--- src/rtl/spi_register_bridge_pkg.sv ---
// -----------------------------------------------------------------------------
// spi_register_bridge_pkg
//   Shared definitions for the SPI command bridge. These are the command and
//   response bit positions for the default 32-bit word (ADDR_WIDTH=6,
//   DATA_WIDTH=24), and the FSM state encoding. Host-side models and benches
//   use this package so they see the same layout as the RTL.
// -----------------------------------------------------------------------------
package spi_register_bridge_pkg;

  localparam int DEF_ADDR_WIDTH = 6;
  localparam int DEF_DATA_WIDTH = 24;
  localparam int CMD_WIDTH      = DEF_DATA_WIDTH + DEF_ADDR_WIDTH + 2;

  // Command word: [WE][RSVD][addr][data]
  localparam int WE_BIT   = CMD_WIDTH - 1;
  localparam int RSVD_BIT = CMD_WIDTH - 2;
  // Response word: [OK][ERR][addr echo][data]
  localparam int OK_BIT   = CMD_WIDTH - 1;
  localparam int ERR_BIT  = CMD_WIDTH - 2;
  // Address field starts just above the data field in both words.
  localparam int ADDR_LSB = DEF_DATA_WIDTH;

  typedef enum logic {
    ST_IDLE = 1'b0,
    ST_REQ  = 1'b1
  } state_e;

endpackage

--- src/rtl/spi_register_bridge.sv ---
// -----------------------------------------------------------------------------
// spi_register_bridge
//   Turns each word received by the SPI slave into one register-bus command
//   and loads the result into spi_value_miso. The slave then shifts that result
//   out during the following SPI transaction. Only one command is in flight at
//   a time.
//
// Ports
//   system_clk, system_nrst   clock, asynchronous active-low reset
//   spi_value_mosi/_valid     received command word plus a one-cycle strobe
//   spi_value_miso            registered response word
//   bus_req/we/addr/wdata     register bus request. bus_we, bus_addr and
//                             bus_wdata are held while bus_req is high.
//   bus_rdata/bus_ack         read data, with a one-cycle completion strobe
//   busy                      a command is in flight
//   overrun                   sticky flag. A command was dropped while busy.
//                             It is cleared when the flag is reported.
//   dbg_state_o               current FSM state, for observation
//
// Handshake: bus_req rises the cycle after an accepted command. It then stays
// high, with stable bus_we, bus_addr and bus_wdata, until the cycle after
// bus_ack or until the timeout expires. bus_ack outside a request is ignored.
// -----------------------------------------------------------------------------
module spi_register_bridge
  import spi_register_bridge_pkg::*;
#(
  parameter int ADDR_WIDTH     = 6,
  parameter int DATA_WIDTH     = 24,
  parameter int TIMEOUT_CYCLES = 255
) (
  input  logic                                 system_clk,
  input  logic                                 system_nrst,
  input  logic [DATA_WIDTH+ADDR_WIDTH+1:0]     spi_value_mosi,
  input  logic                                 spi_value_valid,
  output logic [DATA_WIDTH+ADDR_WIDTH+1:0]     spi_value_miso,
  output logic                                 bus_req,
  output logic                                 bus_we,
  output logic [ADDR_WIDTH-1:0]                bus_addr,
  output logic [DATA_WIDTH-1:0]                bus_wdata,
  input  logic [DATA_WIDTH-1:0]                bus_rdata,
  input  logic                                 bus_ack,
  output logic                                 busy,
  output logic                                 overrun,
  output state_e                               dbg_state_o
);

  localparam int WIDTH  = DATA_WIDTH + ADDR_WIDTH + 2;
  localparam int CNT_W  = $clog2(TIMEOUT_CYCLES + 1);
  localparam int L_WE   = WIDTH - 1;
  localparam int L_RSVD = WIDTH - 2;

  localparam logic [CNT_W-1:0] CNT_LOAD = CNT_W'(TIMEOUT_CYCLES);
  localparam logic [CNT_W-1:0] CNT_ONE  = CNT_W'(1);

  state_e                  state_q, state_d;
  logic                    req_q, req_d;
  logic                    we_q, we_d;
  logic [ADDR_WIDTH-1:0]   addr_q, addr_d;
  logic [DATA_WIDTH-1:0]   wdata_q, wdata_d;
  logic [CNT_W-1:0]        cnt_q, cnt_d;
  logic                    ovr_q, ovr_d;
  logic [WIDTH-1:0]        miso_q, miso_d;

  logic [ADDR_WIDTH-1:0]   cmd_addr;
  logic [DATA_WIDTH-1:0]   cmd_data;

  assign cmd_addr = spi_value_mosi[WIDTH-3:DATA_WIDTH];
  assign cmd_data = spi_value_mosi[DATA_WIDTH-1:0];

  always_ff @(posedge system_clk or negedge system_nrst) begin
    if (!system_nrst) begin
      state_q <= ST_IDLE;
      req_q   <= 1'b0;
      we_q    <= 1'b0;
      addr_q  <= '0;
      wdata_q <= '0;
      cnt_q   <= '0;
      ovr_q   <= 1'b0;
      miso_q  <= '0;
    end else begin
      state_q <= state_d;
      req_q   <= req_d;
      we_q    <= we_d;
      addr_q  <= addr_d;
      wdata_q <= wdata_d;
      cnt_q   <= cnt_d;
      ovr_q   <= ovr_d;
      miso_q  <= miso_d;
    end
  end

  always_comb begin
    state_d = state_q;
    req_d   = req_q;
    we_d    = we_q;
    addr_d  = addr_q;
    wdata_d = wdata_q;
    cnt_d   = cnt_q;
    ovr_d   = ovr_q;
    miso_d  = miso_q;

    case (state_q)
      ST_IDLE: begin
        if (spi_value_valid) begin
          if (spi_value_mosi[L_RSVD]) begin
            // Malformed command: report an error immediately and do no bus cycle.
            miso_d = {1'b0, 1'b1, cmd_addr, {DATA_WIDTH{1'b0}}};
            ovr_d  = 1'b0;
          end else begin
            we_d    = spi_value_mosi[L_WE];
            addr_d  = cmd_addr;
            wdata_d = cmd_data;
            req_d   = 1'b1;
            cnt_d   = CNT_LOAD;
            state_d = ST_REQ;
          end
        end
      end

      ST_REQ: begin
        // A new word arriving now cannot be queued. It is dropped and flagged.
        if (spi_value_valid) ovr_d = 1'b1;

        if (bus_ack) begin
          // Ack has priority over timeout expiry in the same cycle.
          req_d   = 1'b0;
          miso_d  = {1'b1, ovr_q | spi_value_valid, addr_q,
                     we_q ? wdata_q : bus_rdata};
          ovr_d   = 1'b0;
          state_d = ST_IDLE;
        end else if (cnt_q <= CNT_ONE) begin
          // This is the last cycle of the window. bus_req has been high for
          // TIMEOUT_CYCLES cycles.
          req_d   = 1'b0;
          miso_d  = {1'b0, 1'b1, addr_q, {DATA_WIDTH{1'b0}}};
          ovr_d   = 1'b0;
          state_d = ST_IDLE;
        end else begin
          cnt_d = cnt_q - CNT_ONE;
        end
      end

      default: state_d = ST_IDLE;
    endcase
  end

  assign spi_value_miso = miso_q;
  assign bus_req        = req_q;
  assign bus_we         = we_q;
  assign bus_addr       = addr_q;
  assign bus_wdata      = wdata_q;
  assign busy           = (state_q != ST_IDLE);
  assign overrun        = ovr_q;
  assign dbg_state_o    = state_q;

endmodule

--- config.mk ---
export PLATFORM = sky130hd
export DESIGN_NAME = spi_register_bridge
export DESIGN_NICKNAME = d
export VERILOG_FILES = /design/src/rtl/spi_register_bridge_pkg.sv /design/src/rtl/spi_register_bridge.sv
export SDC_FILE = /design/constraint.sdc
export NUM_CORES = 1
export LEC_CHECK = 0
export ABC_AREA = 1
export BUFFER_PORTS_ARGS = -buffer_cell sky130_fd_sc_hd__buf_2
export CAP_MARGIN = 10
export CORE_AREA = 2 2 110 112
export CTS_BUF_LIST = sky130_fd_sc_hd__clkbuf_2
export CTS_CLUSTER_DIAMETER = 40
export DETAILED_ROUTE_END_ITERATION = 10
export DIE_AREA = 0 0 112 114
export PLACE_DENSITY_LB_ADDON = 0.15
export SYNTH_ARGS = -nofsm -noshare
export SYNTH_HDL_FRONTEND = slang
export SYNTH_SLANG_ARGS = --single-unit
--- constraint.sdc ---
create_clock -name system_clk -period 1.8 [get_ports system_clk]
set_input_delay 0.36 -clock system_clk [delete_from_list [all_inputs] [get_ports system_clk]]
set_output_delay 0.36 -clock system_clk [all_outputs]
set_load 0.01 [all_outputs]
==> impl_metrics.tcl <==
set metrics [dict create \
    nets 595 \
    syn_inst 380 \
    crit_required_ns 2.22 \
    numCtsBuffers 9 \
    synthToLayoutAreaGrowth_pct 34.98 \
    crit_type "reg -> reg" \
    die_x_um 112 \
    post-route-min-period_ns 1.647 \
    skew_ns 0.02174 \
    place_ws_ns 0.1411 \
    overflow 0 \
    clockBufferDepth 2 \
    powerDensity_nw_per_um2 1100 \
    insertion_delay_ns 0.50 \
    hold_viol 0 \
    pwr-share-clk 0.212 \
    grt_pass1_vias 3027 \
    core.rowCount 40 \
    setup_viol 0 \
    netlist-cell-type-count 21 \
    power_leakage_nw 2.508 \
    drc 0 \
    fin_tns_setup_ns 0 \
    whs_ns 0.07500 \
    drt-pass1-iter-count 6 \
    grt_antenna_before_repair 0 \
    ctsHtreeMaxLevel 3 \
    syn-num-nets 442 \
    cp-end-kind "flop" \
    tightest_slew_ns 0.2834 \
    relSlewSlack 0.8110 \
    grt_pass1_wl_mm 15.28 \
    core_um2 11710 \
    peakVddDrop_v 0.0004569 \
    ys_seq_elements 74 \
    arrival_ns 2.07 \
    fin_crit_sh 0.9149 \
    timing.critical_path.fanout_max 9 \
    postLayoutCoreUtil 0.3904 \
    grt_use_total 0.1490 \
    p_sw_mw 1.786 \
    drt_iter0_drc 194 \
    synth_warnings 0 \
    wire_per_inst_um 13.59 \
    combPwrFrac 0.326 \
    ys_seq_area_frac 0.5467 \
    hpwl_mm 6.499 \
    die_y_um 114 \
    antenna_cells_inserted 0 \
    ant_nets 0 \
    ios 127 \
    internal-power_mw 3.241 \
    swShare 0.3553 \
    drt-total-wl_mm 9.308 \
    layout-drive-gt1-share 0.3662 \
    start_kind "flop" \
    netlist_area_um2 3387 \
    p_total_mw 5.027 \
    hp-class "in -> reg" \
    status "finished, final reports clean" \
    initial_core_util 0.2892 \
    grt_max_degree 44 \
    max_cap_viol_count 0 \
    fin_ws_ns 0.1532 \
    viasPerCell 4.439 \
    die_area_um2 12770 \
    clock.fmax_mhz 607.2 \
    cts_tree "done" \
    seq_power_share 0.462 \
    cts.clk_slew.worst_paths_ns 0.22 \
    avgSynthCellArea_um2 8.913 \
    numClockSinks 74 \
    clockRootBuffer "clkbuf_2" \
    place.gp.congestion 0.8179 \
    port_buffers 126 \
    vias 3041 \
    drv_slew 0 \
]
==> layer usage <==
layer / wire length [µm] / GRT usage / up-vias
met1: 4377 / 0.2024 / 1423
met4: 115 / 0.03659 / 0
li1: - / - / 1514
met5: 0 / 0 / -
met2: 4202 / 0.2327 / 94
met3: 614 / 0.04835 / 10
==> path summary, 6_finish.rpt <==
kind	startpoint	end	slack, ns	cells past startpoint
min reg2reg	spi_value_miso[21]	spi_value_miso[21]	0.49	2
min in group asynchronous	system_nrst	bus_wdata[4]	0.22	2
max	cnt_q[1]	bus_req	0.15	11
max in group asynchronous	system_nrst	busy	1.04	3
min	spi_value_mosi[11]	bus_wdata[11]	0.07	2
max reg2reg	cnt_q[1]	bus_req	0.15	11
==> synthesized netlist by cell type <==
| library cell | n | area share |
|---|---|---|
| a21oi_1 | 2 | 0.0030 |
| a21oi_4 | 1 | 0.0048 |
| buf_2 | 5 | 0.0074 |
| buf_4 | 1 | 0.0022 |
| buf_6 | 5 | 0.017 |
| clkbuf_1 | 8 | 0.0089 |
| dfrtp_1 | 74 | 0.55 |
| ha_1 | 2 | 0.0074 |
| inv_1 | 17 | 0.019 |
| inv_2 | 1 | 0.0011 |
| mux2_2 | 17 | 0.057 |
| mux2_4 | 7 | 0.031 |
| nand2_1 | 111 | 0.12 |
| nand2_2 | 3 | 0.0055 |
| nand3_1 | 23 | 0.034 |
| nand4_1 | 1 | 0.0018 |
| nor2_1 | 60 | 0.066 |
| nor2_4 | 1 | 0.0033 |
| o21ai_0 | 39 | 0.058 |
| or2_2 | 1 | 0.0018 |
| or3_1 | 1 | 0.0018 |
==> final cells by class <==
class | instances | area [µm²]
Inverter | 18 | 67.56
Timing Repair Buffer | 161 | 972.2
Tap cell | 147 | 183.9
Multi-Input combinational cell | 269 | 1364
Clock inverter | 6 | 81.33
Fill cell | 1260 | 7139
Sequential cell | 74 | 1853
Clock buffer | 10 | 50.05
==> metrics by stage <==
stage | area [µm²] | instances
6_report | 4572 | 685
3_3_place_gp | 4225 | 649
2_1_floorplan | 3387 | 380
5_1_grt | 4572 | 685
4_1_cts | 4368 | 666
3_5_place_dp | 4225 | 649
==> cells by family after synthesis <==
| family | synth area share |
|---|---|
| buffers and inverters | 0.05504 |
| adder cells (fa/ha/maj) | 0.007387 |
| AO/OA/AOI/OAI | 0.06539 |
| flip-flops | 0.5467 |
| AND/OR/NAND/NOR | 0.2379 |
| multiplexers | 0.08755 |
==> cells in the final DEF, fill, tap and decap left out, drive strengths merged <==
cell type / instances
mux2: 24
a21oi: 3
dlygate4sd3: 14
o21ai: 39
clkinv: 3
clkinvlp: 1
clkbuf: 10
dfrtp: 74
nand4: 1
inv: 18
nand3: 23
bufinv: 2
buf: 147
nor2: 61
or3: 1
ha: 2
or2: 1
nand2: 114
==> critical path, stage by stage (launching register included) <==
cell and delay [ns]:
dfrtp_1 0.44, inv_1 0.12, ha_2 0.22, nor2_1 0.05, nor2_1 0.12, nand3_2 0.10
nand2_4 0.11, buf_12 0.11, buf_4 0.15, nand2_1 0.07, nand2_1 0.05, nand2_1 0.04
==> power by group through the flow <==
stage               combinational, mW  sequential, mW  clock (mW)
finish                           1.64            2.32        1.06
global route                     1.85            2.38        1.21
CTS                              1.58            2.33        1.11
floorplan                       0.746            2.49           0
detailed placement               1.58            2.37           0
global placement                 1.55            2.36           0
==> sequential cells by signal, summed over array words and instances (netlist names) <==
name / cells
bus_addr: 6
bus_we: 1
overrun: 1
spi_value_miso: 32
busy: 1
cnt_q: 8
bus_req: 1
bus_wdata: 24
==> repair_timing <==
action	4_1_cts	5_1_grt
setup buffers	0	6
pin swaps	0	1
endpoints found under the hold margin	74	13
gates resized for setup	1	4
endpoints found under the setup margin	2	37
hold buffers	1	13
Power figures use the tool's default switching activity.
